**src/rtl/instruction_fetch_buffer_pkg.sv**
```systemverilog
// Shared types and defaults for the prefetching instruction fetch buffer.
package armleg_fetch_pkg;

  typedef enum logic {
    FETCH,
    DISCARD
  } fetch_state_e;

  localparam int unsigned DEF_ADDR_W  = 64;
  localparam int unsigned DEF_INSTR_W = 32;
  localparam logic [63:0] DEF_RESET_PC = 64'h0;
  localparam int unsigned PC_INCR     = 4;

endpackage

```
**src/rtl/instruction_fetch_buffer_if.sv**
```systemverilog
// Fetch-unit bus: instruction memory req/ack, branch redirect, IF/ID valid/ready.
interface instruction_fetch_buffer_if
  import armleg_fetch_pkg::*;
#(
  parameter int unsigned ADDR_W  = DEF_ADDR_W,
  parameter int unsigned INSTR_W = DEF_INSTR_W
);
  logic               imem_req;
  logic [ADDR_W-1:0]  imem_addr;
  logic               imem_ack;
  logic [INSTR_W-1:0] imem_rdata;
  logic               redirect_valid;
  logic [ADDR_W-1:0]  redirect_pc;
  logic               fetch_ready;
  logic               fetch_valid;
  logic [ADDR_W-1:0]  fetch_pc;
  logic [INSTR_W-1:0] fetch_instr;

  modport master (
    output imem_req, imem_addr, fetch_valid, fetch_pc, fetch_instr,
    input  imem_ack, imem_rdata, redirect_valid, redirect_pc, fetch_ready
  );

  modport slave (
    input  imem_req, imem_addr, fetch_valid, fetch_pc, fetch_instr,
    output imem_ack, imem_rdata, redirect_valid, redirect_pc, fetch_ready
  );
endinterface

```
**src/rtl/instruction_fetch_buffer_fetch_queue.sv**
```systemverilog
// Circular FIFO of {pc, instr} with flush and a registered head that holds when empty.
module fetch_queue
  import armleg_fetch_pkg::*;
#(
  parameter int unsigned DEPTH   = 4,
  parameter int unsigned ADDR_W  = DEF_ADDR_W,
  parameter int unsigned INSTR_W = DEF_INSTR_W
) (
  input  logic                     clk,
  input  logic                     rst,
  input  logic                     push,
  input  logic [ADDR_W-1:0]        push_pc,
  input  logic [INSTR_W-1:0]       push_instr,
  input  logic                     pop,
  input  logic                     flush,
  output logic [$clog2(DEPTH):0]   count,
  output logic [$clog2(DEPTH):0]   next_count,
  output logic                     head_valid,
  output logic [ADDR_W-1:0]        head_pc,
  output logic [INSTR_W-1:0]       head_instr
);
  localparam int unsigned PW = $clog2(DEPTH);

  typedef struct packed {
    logic [ADDR_W-1:0]  pc;
    logic [INSTR_W-1:0] instr;
  } entry_t;

  entry_t          mem [DEPTH];
  entry_t          head_q, head_n, push_e;
  logic [PW-1:0]   rd_q, wr_q, rd_n, wr_n;
  logic [PW:0]     cnt_q, cnt_n;

  assign push_e.pc    = push_pc;
  assign push_e.instr = push_instr;

  // Head is a register: it loads the entry that will be at the front after
  // this edge (bypassing the push when the queue drains to it) and holds otherwise.
  always_comb begin
    rd_n   = rd_q;
    wr_n   = wr_q;
    cnt_n  = cnt_q;
    head_n = head_q;
    if (flush) begin
      rd_n  = '0;
      wr_n  = '0;
      cnt_n = '0;
    end else begin
      if (push) wr_n = wr_q + PW'(1);
      if (pop)  rd_n = rd_q + PW'(1);
      cnt_n = cnt_q + (PW+1)'(push) - (PW+1)'(pop);
      if (push && cnt_q == (PW+1)'(pop)) head_n = push_e;
      else if (pop && cnt_n != '0)       head_n = mem[rd_n];
    end
  end

  always_ff @(posedge clk or posedge rst) begin
    if (rst) begin
      rd_q   <= '0;
      wr_q   <= '0;
      cnt_q  <= '0;
      head_q <= '0;
    end else begin
      rd_q   <= rd_n;
      wr_q   <= wr_n;
      cnt_q  <= cnt_n;
      head_q <= head_n;
    end
  end

  always_ff @(posedge clk) begin
    if (push && !flush) mem[wr_q] <= push_e;
  end

  assign count      = cnt_q;
  assign next_count = cnt_n;
  assign head_valid = (cnt_q != '0);
  assign head_pc    = head_q.pc;
  assign head_instr = head_q.instr;

endmodule

```
**src/rtl/instruction_fetch_buffer.sv**
```systemverilog
// Prefetching fetch unit: sequential imem requests, {pc,instr} queue, redirect flush.
// Optional FETCH_PERF_CNT_EN adds saturating stall/redirect/discard counters.
module instruction_fetch_buffer
  import armleg_fetch_pkg::*;
#(
  parameter int unsigned       DEPTH    = 4,
  parameter int unsigned       ADDR_W   = DEF_ADDR_W,
  parameter int unsigned       INSTR_W  = DEF_INSTR_W,
  parameter logic [ADDR_W-1:0] RESET_PC = ADDR_W'(DEF_RESET_PC)
) (
  input  logic CLOCK,
  input  logic RESET,
  instruction_fetch_buffer_if.master bus
`ifdef FETCH_PERF_CNT_EN
  ,
  output logic [31:0] perf_stall_cycles,
  output logic [31:0] perf_redirects,
  output logic [31:0] perf_discards
`endif
);
  localparam int unsigned CW = $clog2(DEPTH) + 1;

  fetch_state_e       state_q, state_n;
  logic               req_q, req_n;
  logic [ADDR_W-1:0]  addr_q, addr_n, npc_q, npc_n;
  logic               done, push, pop, flush;
  logic [CW-1:0]      count, next_count;

  assign done  = req_q & bus.imem_ack;
  assign flush = bus.redirect_valid;
  assign push  = done & (state_q == FETCH) & ~bus.redirect_valid;
  assign pop   = (count != '0) & bus.fetch_ready & ~bus.redirect_valid;

  fetch_queue #(
    .DEPTH   (DEPTH),
    .ADDR_W  (ADDR_W),
    .INSTR_W (INSTR_W)
  ) u_queue (
    .clk        (CLOCK),
    .rst        (RESET),
    .push       (push),
    .push_pc    (addr_q),
    .push_instr (bus.imem_rdata),
    .pop        (pop),
    .flush      (flush),
    .count      (count),
    .next_count (next_count),
    .head_valid (bus.fetch_valid),
    .head_pc    (bus.fetch_pc),
    .head_instr (bus.fetch_instr)
  );

  always_ff @(posedge CLOCK or posedge RESET) begin
    if (RESET) begin
      state_q <= FETCH;
      req_q   <= 1'b0;
      addr_q  <= RESET_PC;
      npc_q   <= RESET_PC;
    end else begin
      state_q <= state_n;
      req_q   <= req_n;
      addr_q  <= addr_n;
      npc_q   <= npc_n;
    end
  end

  // Issuing only when next_count < DEPTH reserves a slot for the outstanding request.
  always_comb begin
    state_n = state_q;
    req_n   = req_q;
    addr_n  = addr_q;
    npc_n   = npc_q;
    unique case (state_q)
      FETCH: begin
        if (bus.redirect_valid) begin
          npc_n = bus.redirect_pc;
          if (req_q && !bus.imem_ack) begin
            state_n = DISCARD;
          end else begin
            req_n  = 1'b1;
            addr_n = bus.redirect_pc;
          end
        end else begin
          if (done) npc_n = npc_q + ADDR_W'(PC_INCR);
          if (!req_q || bus.imem_ack) begin
            req_n  = (next_count < CW'(DEPTH));
            addr_n = npc_n;
          end
        end
      end
      DISCARD: begin
        // A redirect here only retargets npc; the ack still ends the discard.
        if (bus.redirect_valid) npc_n = bus.redirect_pc;
        if (bus.imem_ack) begin
          state_n = FETCH;
          req_n   = 1'b1;
          addr_n  = npc_n;
        end
      end
      default: state_n = FETCH;
    endcase
  end

  assign bus.imem_req  = req_q;
  assign bus.imem_addr = addr_q;

`ifdef FETCH_PERF_CNT_EN
  logic stall, drop;
  assign stall = bus.fetch_valid & ~bus.fetch_ready;
  assign drop  = done & ((state_q == DISCARD) | bus.redirect_valid);

  always_ff @(posedge CLOCK or posedge RESET) begin
    if (RESET) begin
      perf_stall_cycles <= '0;
      perf_redirects    <= '0;
      perf_discards     <= '0;
    end else begin
      if (stall && perf_stall_cycles != '1)            perf_stall_cycles <= perf_stall_cycles + 32'd1;
      if (bus.redirect_valid && perf_redirects != '1) perf_redirects    <= perf_redirects + 32'd1;
      if (drop && perf_discards != '1)                 perf_discards     <= perf_discards + 32'd1;
    end
  end
`endif

endmodule

```
**src/flat_wrapper.sv**
```systemverilog
// flat-port wrapper written by rule: the top's interface ports become plain ports
module instruction_fetch_buffer_flat import armleg_fetch_pkg::*;
#(
  parameter int unsigned       DEPTH    = 4,
  parameter int unsigned       ADDR_W   = DEF_ADDR_W,
  parameter int unsigned       INSTR_W  = DEF_INSTR_W,
  parameter logic [ADDR_W-1:0] RESET_PC = ADDR_W'(DEF_RESET_PC)
)
  (CLOCK, RESET, bus_imem_req, bus_imem_addr, bus_fetch_valid, bus_fetch_pc, bus_fetch_instr, bus_imem_ack, bus_imem_rdata, bus_redirect_valid, bus_redirect_pc, bus_fetch_ready);
  instruction_fetch_buffer_if #(.ADDR_W(ADDR_W), .INSTR_W(INSTR_W)) bus_i ();
  input  logic CLOCK;
  input  logic RESET;
  output wire logic [$bits(bus_i.imem_req)-1:0] bus_imem_req;
  output wire logic [$bits(bus_i.imem_addr)-1:0] bus_imem_addr;
  output wire logic [$bits(bus_i.fetch_valid)-1:0] bus_fetch_valid;
  output wire logic [$bits(bus_i.fetch_pc)-1:0] bus_fetch_pc;
  output wire logic [$bits(bus_i.fetch_instr)-1:0] bus_fetch_instr;
  input wire logic [$bits(bus_i.imem_ack)-1:0] bus_imem_ack;
  input wire logic [$bits(bus_i.imem_rdata)-1:0] bus_imem_rdata;
  input wire logic [$bits(bus_i.redirect_valid)-1:0] bus_redirect_valid;
  input wire logic [$bits(bus_i.redirect_pc)-1:0] bus_redirect_pc;
  input wire logic [$bits(bus_i.fetch_ready)-1:0] bus_fetch_ready;
  assign bus_imem_req = bus_i.imem_req;
  assign bus_imem_addr = bus_i.imem_addr;
  assign bus_fetch_valid = bus_i.fetch_valid;
  assign bus_fetch_pc = bus_i.fetch_pc;
  assign bus_fetch_instr = bus_i.fetch_instr;
  assign bus_i.imem_ack = bus_imem_ack;
  assign bus_i.imem_rdata = bus_imem_rdata;
  assign bus_i.redirect_valid = bus_redirect_valid;
  assign bus_i.redirect_pc = bus_redirect_pc;
  assign bus_i.fetch_ready = bus_fetch_ready;
  instruction_fetch_buffer #(.DEPTH(DEPTH), .ADDR_W(ADDR_W), .INSTR_W(INSTR_W), .RESET_PC(RESET_PC)) u_core (.CLOCK(CLOCK), .RESET(RESET), .bus(bus_i));
endmodule
```
**config.mk**
```make
export PLATFORM = sky130hd
export DESIGN_NAME = instruction_fetch_buffer_flat
export DESIGN_NICKNAME = d
export VERILOG_FILES = /design/src/rtl/instruction_fetch_buffer_pkg.sv /design/src/rtl/instruction_fetch_buffer_if.sv /design/src/rtl/instruction_fetch_buffer_fetch_queue.sv /design/src/rtl/instruction_fetch_buffer.sv /design/src/flat_wrapper.sv
export SDC_FILE = /design/constraint.sdc
export NUM_CORES = 1
export LEC_CHECK = 0
export ABC_AREA = 0
export BUFFER_PORTS_ARGS = -buffer_cell sky130_fd_sc_hd__buf_2
export CAP_MARGIN = 30
export CORE_UTILIZATION = 53
export DETAILED_ROUTE_END_ITERATION = 8
export PLACE_DENSITY = 0.8
export SYNTH_ARGS = -nofsm -noshare
export SYNTH_HDL_FRONTEND = slang
export SYNTH_SLANG_ARGS = --single-unit
```
**constraint.sdc**
```tcl
create_clock -name CLOCK -period 7.8 [get_ports CLOCK]
set_clock_uncertainty 0.05 [all_clocks]
set_input_delay 1.56 -clock CLOCK [delete_from_list [all_inputs] [get_ports CLOCK]]
set_output_delay 1.56 -clock CLOCK [all_outputs]
set_load 0.02 [all_outputs]
```
; ---- Word level (Yosys, flattened, before mapping)
; Memories as Yosys holds them, arrays and structs flattened.
; Cells that the tools add are included.
[word_totals]
reg_bits = 233
ramBits = 384
word_cells = 69
memories = 1
[mem_list]
columns = name, depth, width, read_ports, rd_ports_with_merged_regs, wr, line_no
row1 = u_core.u_queue.mem, 4, 96, 1, 0, 1, instruction_fetch_buffer_fetch_queue.sv:29  ; entry_t mem [DEPTH];
[op_classes]
n_addsub = 5
n_lt_le_gt_ge = 1
eq_ne = 4
mux = 28
bitwise = 7
n_reduce_logical = 14
[op_table]
columns = operator, count
row1 = 64-bit two-way mux, 7
row2 = 64-bit case mux with 2 select lines, 2
row3 = 96-bit two-way mux, 2
row4 = 64-bit by 3-bit adder with 64-bit output (second input constant), 1
row5 = 2-bit two-way mux, 5
row6 = 1-bit two-way mux, 9
row7 = 3-bit != test (second input constant), 2
row8 = 3-bit nonzero test, 2
row9 = 1-bit bitwise AND, 5
row10 = 2-bit by 1-bit adder with 2-bit output (second input constant), 2
row11 = 1-bit logical AND, 4
row12 = 1-bit case mux with 2 select lines, 2
row13 = 2-bit nonzero test, 2
row14 = 3-bit by 1-bit adder with 3-bit output, 1
row15 = 3-bit by 1-bit == test with 1-bit output, 1
row16 = 1-bit zero test, 3
row17 = 3-bit less-than comparator (second input constant), 1
row18 = 3-bit two-way mux, 1
row19 = 3-bit AND reduction, 1
row20 = 3-bit by 1-bit subtractor with 3-bit output, 1
row21 = 2-bit != test (second input constant), 1
row22 = 1-bit inverter, 2
row23 = 2-bit AND reduction, 1
row24 = 1-bit logical OR, 1

; ---- Longest topological paths before layout
; Gate-level depths: netlist of the first run.
[depth]
word_depth = 10
mapped_depth = 15
ltp_nobuf = 12

; ---- Hierarchy
; Synthesis of the first run repeated with hierarchy kept, for this count alone.
[unflattened]
cells_unflattened = 1693
hier_area_um2 = 25445.7
[modules_own_cells]
columns = module, instances, cells_per_inst, area_per_inst_um2, seq_area_each_um2
row1 = fetch_queue, 1, 1071, 18959.4, 14108.5
row2 = instruction_fetch_buffer, 1, 622, 6486.2, 3253.1

; ---- Worst setup path before layout of the first run
; Ideal clock, no wire load.
[synth_timing]
path_kind = input port to flip-flop
from = input port bus_redirect_valid
to = memory u_core.u_queue.mem[0][0] in the netlist's numbering (enable)
arrival_ns = 4.306
required_time_ns = 7.284
path_slack_ns = 2.978
path_stages = 3
path_buffers = 0
path_cell_list = nor2_1 > and3_1 > and2_1
[synth_between]
elab_chain_len = 5
elab_cells_between_ends = 6
[synth_rtl]
columns = item, line_no
row1 = start: declaration, flat_wrapper.sv:20  ; input wire logic [$bits(bus_i.redirect_valid)-1:0] bus_redirect_valid;
row2 = 1-bit inverter (no source line), n/a
row3 = 1-bit bitwise AND, instruction_fetch_buffer.sv:31  ; assign push = done & (state_q == FETCH) & ~bus.redirect_valid;
row4 = 1-bit logical AND *, instruction_fetch_buffer_fetch_queue.sv:72  ; if (push && !flush) mem[wr_q] <= push_e;
row5 = 1-bit two-way mux *, instruction_fetch_buffer_fetch_queue.sv:72
row6 = 1-bit two-way mux (implied by the code) *, instruction_fetch_buffer_fetch_queue.sv:72
row7 = end: declaration, instruction_fetch_buffer_fetch_queue.sv:29
; Every way passes the cells marked *; elsewhere a longest branch is shown, timed or not.

; ---- Final worst setup path of the first run
[layout_timing]
from = input port bus_redirect_valid
to = register u_core.u_queue.head_q, in the netlist u_core.u_queue.head_pc[38]
[layout_between]
elab_chain_len = 8
elab_cells_between_ends = 16
[layout_rtl]
columns = item, line_no
row1 = 1-bit inverter (no source line) *, n/a
row2 = 1-bit bitwise AND, instruction_fetch_buffer.sv:31
row3 = 3-bit by 1-bit adder with 3-bit output, instruction_fetch_buffer_fetch_queue.sv:51  ; cnt_n = cnt_q + (PW+1)'(push) - (PW+1)'(pop);
row4 = 3-bit by 1-bit subtractor with 3-bit output, instruction_fetch_buffer_fetch_queue.sv:51
row5 = 3-bit nonzero test, instruction_fetch_buffer_fetch_queue.sv:53  ; else if (pop && cnt_n != '0) head_n = mem[rd_n];
row6 = 1-bit logical AND, instruction_fetch_buffer_fetch_queue.sv:53
row7 = 2-bit nonzero test (no source line), n/a
row8 = 2-bit AND reduction (no source line), n/a
row9 = end signal: assignment, instruction_fetch_buffer_fetch_queue.sv:67  ; head_q <= head_n;
row10 = end: declaration, instruction_fetch_buffer_fetch_queue.sv:30  ; entry_t head_q, head_n, push_e;
; Every way passes the cells marked *; elsewhere a longest branch is shown, timed or not. The select of a mux whose other input is x is not followed.
; A chain may end at the register's enable or synchronous reset.

==> out/metrics.cfg, run 1 <==
[grt]
grt_pass1_wl_mm = 91.7
grt_antenna_before_repair = 3
grt_pass1_vias = 15900
grt_start_max_net_pins = 174
globalRouteOverflowTotal = 0
grtUsageTotal_pct = 24.4

[die]
start_util_pct = 53.7
ios = 263
fp.dieW_um = 222
rows = 80
core_mm2 = 0.0476
die_h_um = 222
die_area_mm2 = 0.0491

[critical_path]
reg2reg_depth = 14
rrSetupSlack_ns = 3.50
cp-start-kind = primary input
cp.required_ns = 8.20
crit_path_max_fanout = 68
critical_path_class = primary input to flip-flop
cp-end-kind = flip-flop
timing.rr.end = u_core.u_queue.head_pc[38]
timing.rr.start = u_core.state_q
arrival_ns = 5.31

[timing]
setup_viol = 0
min_period_ns = 4.91
drv_slew = 0
finalSetupTns_ns = 0
rsz0062_at_grt = no
fmax_mhz = 204
min_period_over_period_pct = 62.9
hold_viol = 0
worstMarginPinSlew_ns = 1.05
relSlewSlack_pct = 29.9

[cts]
clock-sinks = 617
hold_buffers = 0
cts_max_path_buffers = 3
htreeDepth = 2
cts_made_buffers = 60
insertion_delay_ns = 0.62
cts_resized = 0
cts_setup_buffers = 0
cts_tree = yes
clock_tree.root_cell = clkbuf_16
clk_pin_slew_worst_paths_ns = 0.06

[hold_path]
holdCritStartpoint = u_core.npc_q[1]
hold_path_end = u_core.npc_q[1]
hold_class = flip-flop to flip-flop
whs_path_depth = 1

[pwr]
vdd_drop_max_v = 0.000253
p_leak_nw = 10.6
power_density_mw_per_mm2 = 325

[logic_synthesis]
yosysWarnings = 0
synthArstFlopShare_pct = 37.8
synth_edf_count = 384
synth_area_mm2 = 0.0256
seq_area_frac_synth_pct = 67.9
synth.avg_cell_area_um2 = 14.8
synth_top_area_share_pct = 45.1
syn-num-nets = 1837
yosys.area.top_type = edfxtp_1
synthDistinctLibCells = 59
ys.flop_type = edfxtp_1
synthCells = 1728
synthTopCellsByArea = edfxtp_1 (45%), dfrtp_1 (23%), mux4_2 (8.4%), mux2i_1 (4.0%), o21ai_0 (3.4%)
synth_seq_cells = 617

[layout]
mostFrequentLayoutCells = edfxtp_1 (384), buf_2 (262), dfrtp_1 (231)
final-instance-count-excl-fill = 2642
fillers = 3464
drive_gt1_share_pct = 26.3
final_common_cell = edfxtp_1
syn_to_final_growth_pct = 16.0
fin_nets = 2083

[drt]
dr_total_vias = 15800
via_per_inst = 5.98
wl_per_cell_um = 22.6
dr.pass1.iters = 5
first_iter_violations = 1436
ant_nets = 0
drc = 0
wirelength_mm = 59.7

[flow_run]
cap_violations = 0

[placement]
port_buffers = 262
dp.cells = 2525
place_congestion = 0.837
hpwl_mm = 36.6

[outcome]
status = finished, final reports clean

sequential cells by signal, summed over array words and instances, names as in the netlist:
| signal | flops |
|---|---|
| u_core.u_queue.head_pc | 64 |
| u_core.bus.imem_req | 1 |
| u_core.u_queue.wr_q | 2 |
| u_core.u_queue.head_instr | 32 |
| u_core.npc_q | 64 |
| u_core.state_q | 1 |
| u_core.bus.imem_addr | 64 |
| u_core.u_queue.mem | 384 |
| u_core.u_queue.count | 3 |
| u_core.u_queue.rd_q | 2 |
synthesized netlist by cell type (4+ instances only):
master	instances
nand4_1	28
xor2_1	38
o211ai_1	22
or3_1	8
nand2b_1	4
nand2_1	203
nor3_1	19
nor4b_1	5
a21oi_1	19
ha_1	7
nor4_1	13
mux4_2	95
edfxtp_1	384
a31oi_1	7
o31ai_1	6
clkbuf_1	87
a221o_1	4
and2_1	7
buf_1	7
and4_1	4
xnor2_1	40
o21ai_1	6
nand3_1	30
mux2_2	27
dfrtp_1	233
inv_1	16
o21ai_0	176
and3_1	21
nor2_1	61
mux2i_1	101
buf_2	9
cell families (layout without fill, tap and decap cells):
group	count (synthesis)	count (layout)	synth area share [%]
AOI/OAI and AO/OA	250	250	5.46
xor gates and xnor gates	78	78	2.67
adders and majority gates	8	8	0.421
buffers and inverters	120	416	1.84
DFF	617	617	67.9
muxes	224	224	13.6
other	0	3	0
and+or+nand+nor	431	431	8.14
power by group:
group / internal [mW] / switching, mW / leakage, nW / total, mW
Combinational: 0.734 / 1.27 / 3.29 / 2.01
Sequential: 4.10 / 0.483 / 6.29 / 4.58
Clock: 1.81 / 1.26 / 1.04 / 3.06
Total: 6.64 / 3.01 / 10.6 / 9.65
layout make-up:
cell class / count / area, um^2 / area share, %
well taps: 615 / 769 / 2.59
repair buffers: 288 / 1560 / 5.27
clock inverters: 29 / 335 / 1.13
inverters: 16 / 63.8 / 0.215
diodes: 3 / 7.51 / 0.0253
clock buffers: 83 / 1780 / 5.99
flip-flops and latches: 617 / 17400 / 58.6
multi-input cells: 991 / 7780 / 26.2
metrics by stage:
step	power, mW	instance area (um^2)	utilization (%)	hold WS [ns]	setup slack (ns)
3_3_place_gp	6.54	27500	57.7	0.433	2.52
6_report	9.65	29700	62.3	0.448	2.89
2_1_floorplan	5.80	25600	-	0.396	2.98
4_1_cts	9.71	29600	62.1	0.453	2.97
3_5_place_dp	6.65	27500	57.7	0.438	2.36
5_1_grt	10.0	29700	62.3	0.475	2.61
per-layer routing:
metal | vias to the layer above | global-route usage (%) | share of wire (%)
met5 | - | 0 | 0
met4 | 0 | 7.95 | 3.1
met3 | 117 | 4.73 | 6.6
met2 | 591 | 38.9 | 48
met1 | 8069 | 34.0 | 42
li1 | 7011 | - | -
worst max-delay path: stages:
cell	delay (ns)
buf_4	0.30
nor2_1	0.48
and3_1	0.33
inv_1	0.09
ha_1	0.28
inv_1	0.06
ha_1	0.13
inv_1	0.05
fa_1	0.37
xnor2_1	0.21
a31oi_4	0.36
buf_4	0.55
mux2i_1	0.31
o21ai_0	0.13
worst max path at each step:
| stage | cells past startpoint | end | slack, ns | from |
|---|---|---|---|---|
| 6_report | 14 | u_core.u_queue.head_pc[38] | 2.89 | bus_redirect_valid |
| 5_1_grt | 14 | u_core.u_queue.head_pc[38] | 2.61 | bus_redirect_valid |
| 4_1_cts | 14 | u_core.u_queue.head_pc[38] | 2.97 | bus_redirect_valid |
| 3_5_place_dp | 14 | u_core.u_queue.head_pc[38] | 2.36 | bus_redirect_valid |
| 3_3_place_gp | 14 | u_core.u_queue.head_pc[40] | 2.52 | bus_redirect_valid |
| 2_1_floorplan | 3 | u_core.u_queue.mem[0][0] | 2.98 | bus_redirect_valid |
(Power assumes the default switching activity.)
==> run 2, diff against run 1 <==
- ABC_AREA: 0 -> 1
- CORE_UTILIZATION: 53 -> 54
- PLACE_DENSITY: 0.8 -> 0.81
- clock period: 7.8 -> 4.34 ns (I/O delays scaled with it)
==> out/metrics.cfg, run 2 <==
[grt]
grt_start_max_net_pins = 195  ; +12%
grt_pass1_vias = 20700  ; +31%
globalRouteOverflowTotal = 0  ; unchanged
grt_antenna_before_repair = 2  ; -1
grt_pass1_wl_mm = 114  ; +24%
grtUsageTotal_pct = 28.9  ; +4.5 points

[logic_synthesis]
synth_edf_count = 384  ; unchanged
syn-num-nets = 2915  ; +59%
yosysWarnings = 0  ; unchanged
synthArstFlopShare_pct = 37.8  ; unchanged
ys_top_cells_by_count = nand2_1 (833), edfxtp_1 (384), nor2_1 (332)
synthCells = 2806  ; +62%
synthTopCellsByArea = edfxtp_1 (42%), dfrtp_1 (21%), nand2_1 (11%), o211ai_1 (5.2%), nor2_1 (4.6%)
synth_seq_cells = 617  ; unchanged
yosys.area.top_type = edfxtp_1
synth_top_area_share_pct = 42.2  ; -2.9 points
seq_area_frac_synth_pct = 63.5  ; -4.4 points
synthDistinctLibCells = 42  ; -29%
synth_most_common_cell = nand2_1
synth.avg_cell_area_um2 = 9.74  ; -34%
ys.flop_type = edfxtp_1
synth_area_mm2 = 0.0273  ; +6.9%

[drt]
drc = 0  ; unchanged
ant_nets = 0  ; unchanged
dr.pass1.iters = 5  ; unchanged
dr_total_vias = 21200  ; +34%
wirelength_mm = 73.9  ; +24%
wl_per_cell_um = 19.7  ; -13%
via_per_inst = 5.64  ; -5.7%
first_iter_violations = 2025  ; +41%

[placement]
port_buffers = 262  ; unchanged
dp.cells = 3643  ; +44%
placed_cell_area_mm2 = 0.0294  ; +7.1%
dpl_worst_slack_ns = 0.288  ; -2.07 ns
place_congestion = 0.895  ; +7.0%
hpwl_mm = 46.4  ; +27%

[cts]
insertion_delay_ns = 0.62  ; about the same
clk_pin_slew_worst_paths_ns = 0.06  ; about the same
cts_tree = yes
cts_made_buffers = 60  ; unchanged
htreeDepth = 2  ; unchanged
clock_tree.root_cell = clkbuf_16
hold_buffers = 0  ; unchanged
clock-sinks = 617  ; unchanged
cts_setup_buffers = 0  ; unchanged
cts_resized = 0  ; unchanged
cts_max_path_buffers = 3  ; unchanged

[layout]
top_register = u_core.u_queue.mem
final-instance-count-excl-fill = 3759  ; +42%
multi_input_area_mm2 = 0.00826  ; +6.2%
mostFrequentLayoutCells = nand2_1 (832), edfxtp_1 (384), nor2_1 (327)
post-route-cell-area_mm2 = 0.0315  ; +6.2%
fin_nets = 3142  ; +51%
drive_gt1_share_pct = 13.9  ; -12 points
syn_to_final_growth_pct = 15.3
largest_register_ffs = 384  ; unchanged
final_common_cell = nand2_1
seqCellArea_mm2 = 0.0174  ; about the same
fillers = 3885  ; +12%

[die]
die_h_um = 227  ; +2.4%
fp.dieW_um = 227  ; +2.4%
ios = 263  ; unchanged
rows = 82  ; +2.5%
die_area_mm2 = 0.0515  ; +4.9%
core_mm2 = 0.0501  ; +5.1%
start_util_pct = 54.6  ; +0.92 points

[flow_run]
cap_violations = 0  ; unchanged

[outcome]
status = finished, final reports clean

[critical_path]
critical_path_class = flip-flop to flip-flop
setup.worst_path.end = u_core.u_queue.head_instr[17]
rrSetupSlack_ns = 0.76  ; -2.74 ns
reg2reg_depth = 17  ; +3
arrival_ns = 4.04  ; -1.27 ns
cp-end-kind = flip-flop
timing.rr.start = u_core.bus.imem_req
timing.rr.end = u_core.u_queue.head_instr[17]
crit_start = u_core.bus.imem_req
crit_path_max_fanout = 49  ; -28%
cp.required_ns = 4.79  ; -3.41 ns
cp-start-kind = flip-flop

[timing]
fmax_mhz = 279
rsz0062_at_grt = no
worstMarginPinSlew_ns = 0.923  ; -0.127 ns
hold_viol = 0  ; unchanged
min_period_over_period_pct = 82.6
finalSetupTns_ns = 0  ; unchanged
setup_ws_ns = 0.756  ; -2.14 ns
relSlewSlack_pct = 38.5  ; +8.6 points
setup_viol = 0  ; unchanged
min_period_ns = 3.58
drv_slew = 0  ; unchanged

[pwr]
power_density_mw_per_mm2 = 639  ; +96%
vdd_drop_max_v = 0.000452  ; +79%
p_leak_nw = 14.2  ; +33%
total_power_mw = 20.1  ; +110%

[hold_path]
hold_class = primary input to async pin

[run 2: cells by family (layout without fill, tap and decap cells)]
logic type / count (synthesis) / count (layout) / share of synthesized area (%)
adder cells (fa/ha/maj): 8 / 8 / 0.394
AND/OR/NAND/NOR: 1420 / 1420 / 21.1
multiplexers: 1 / 1 / 0.0366
buffers and inverters: 431 / 709 / 6.50
AO/OA/AOI/OAI: 324 / 324 / 8.31
flip-flops: 617 / 617 / 63.5
XOR/XNOR: 5 / 5 / 0.160
other: 0 / 3 / 0
[run 2: worst min path at each step]
stage / to / slack (ns) / cells past startpoint
finish: u_core.npc_q[8] / 0.34 / 3
global route: u_core.u_queue.mem[1][15] / 0.40 / 1
CTS: u_core.npc_q[1] / 0.38 / 3
detailed placement: u_core.u_queue.head_instr[31] / 0.41 / 2
global placement: u_core.npc_q[0] / 0.40 / 2
floorplan: u_core.npc_q[0] / 0.39 / 2
[run 2: stage by stage]
| stage | hold WS, ns | utilization [%] |
|---|---|---|
| 3_5_place_dp | 0.411 | 58.8 |
| 5_1_grt | 0.402 | 62.9 |
| 4_1_cts | 0.381 | 62.9 |
| 2_1_floorplan | 0.386 | - |
| 6_report | 0.342 | 62.9 |
| 3_3_place_gp | 0.400 | 58.7 |
[run 2: metal layers]
layer	GRT usage, %	share of wire [%]
met2	47.8	48
met3	4.07	6.9
met5	0	0
met4	11.0	3.6
met1	39.0	41
[run 2: report_power, final]
group	internal [mW]	leakage, nW	switching, mW
sequential	7.47	6.33	1.06
clock	3.17	0.994	2.26
combinational	1.94	6.83	4.22
total	12.6	14.2	7.54
[run 2: final cells by class]
type	instances	share of cell area [%]
well taps	672	2.67
flip-flops and latches	617	55.1
diodes	3	0.0238
clock inverters	33	1.29
clock buffers	80	5.26
multi-input cells	1758	26.2
inverters	292	3.51
repair buffers	304	5.94
[run 2: critical path, stage by stage (launching register included)]
cell and delay (ns):
dfrtp_1 0.45, nand2_1 0.17, nor2_2 0.25, inv_1 0.09, ha_1 0.28, inv_1 0.07, ha_1 0.14, inv_1 0.05
fa_1 0.37, xnor2_1 0.24, nand3_1 0.11, nand2_1 0.12, nand2_1 0.17, inv_6 0.43, buf_12 0.25, nor2_1 0.06
nand2_1 0.07, nand2_1 0.05
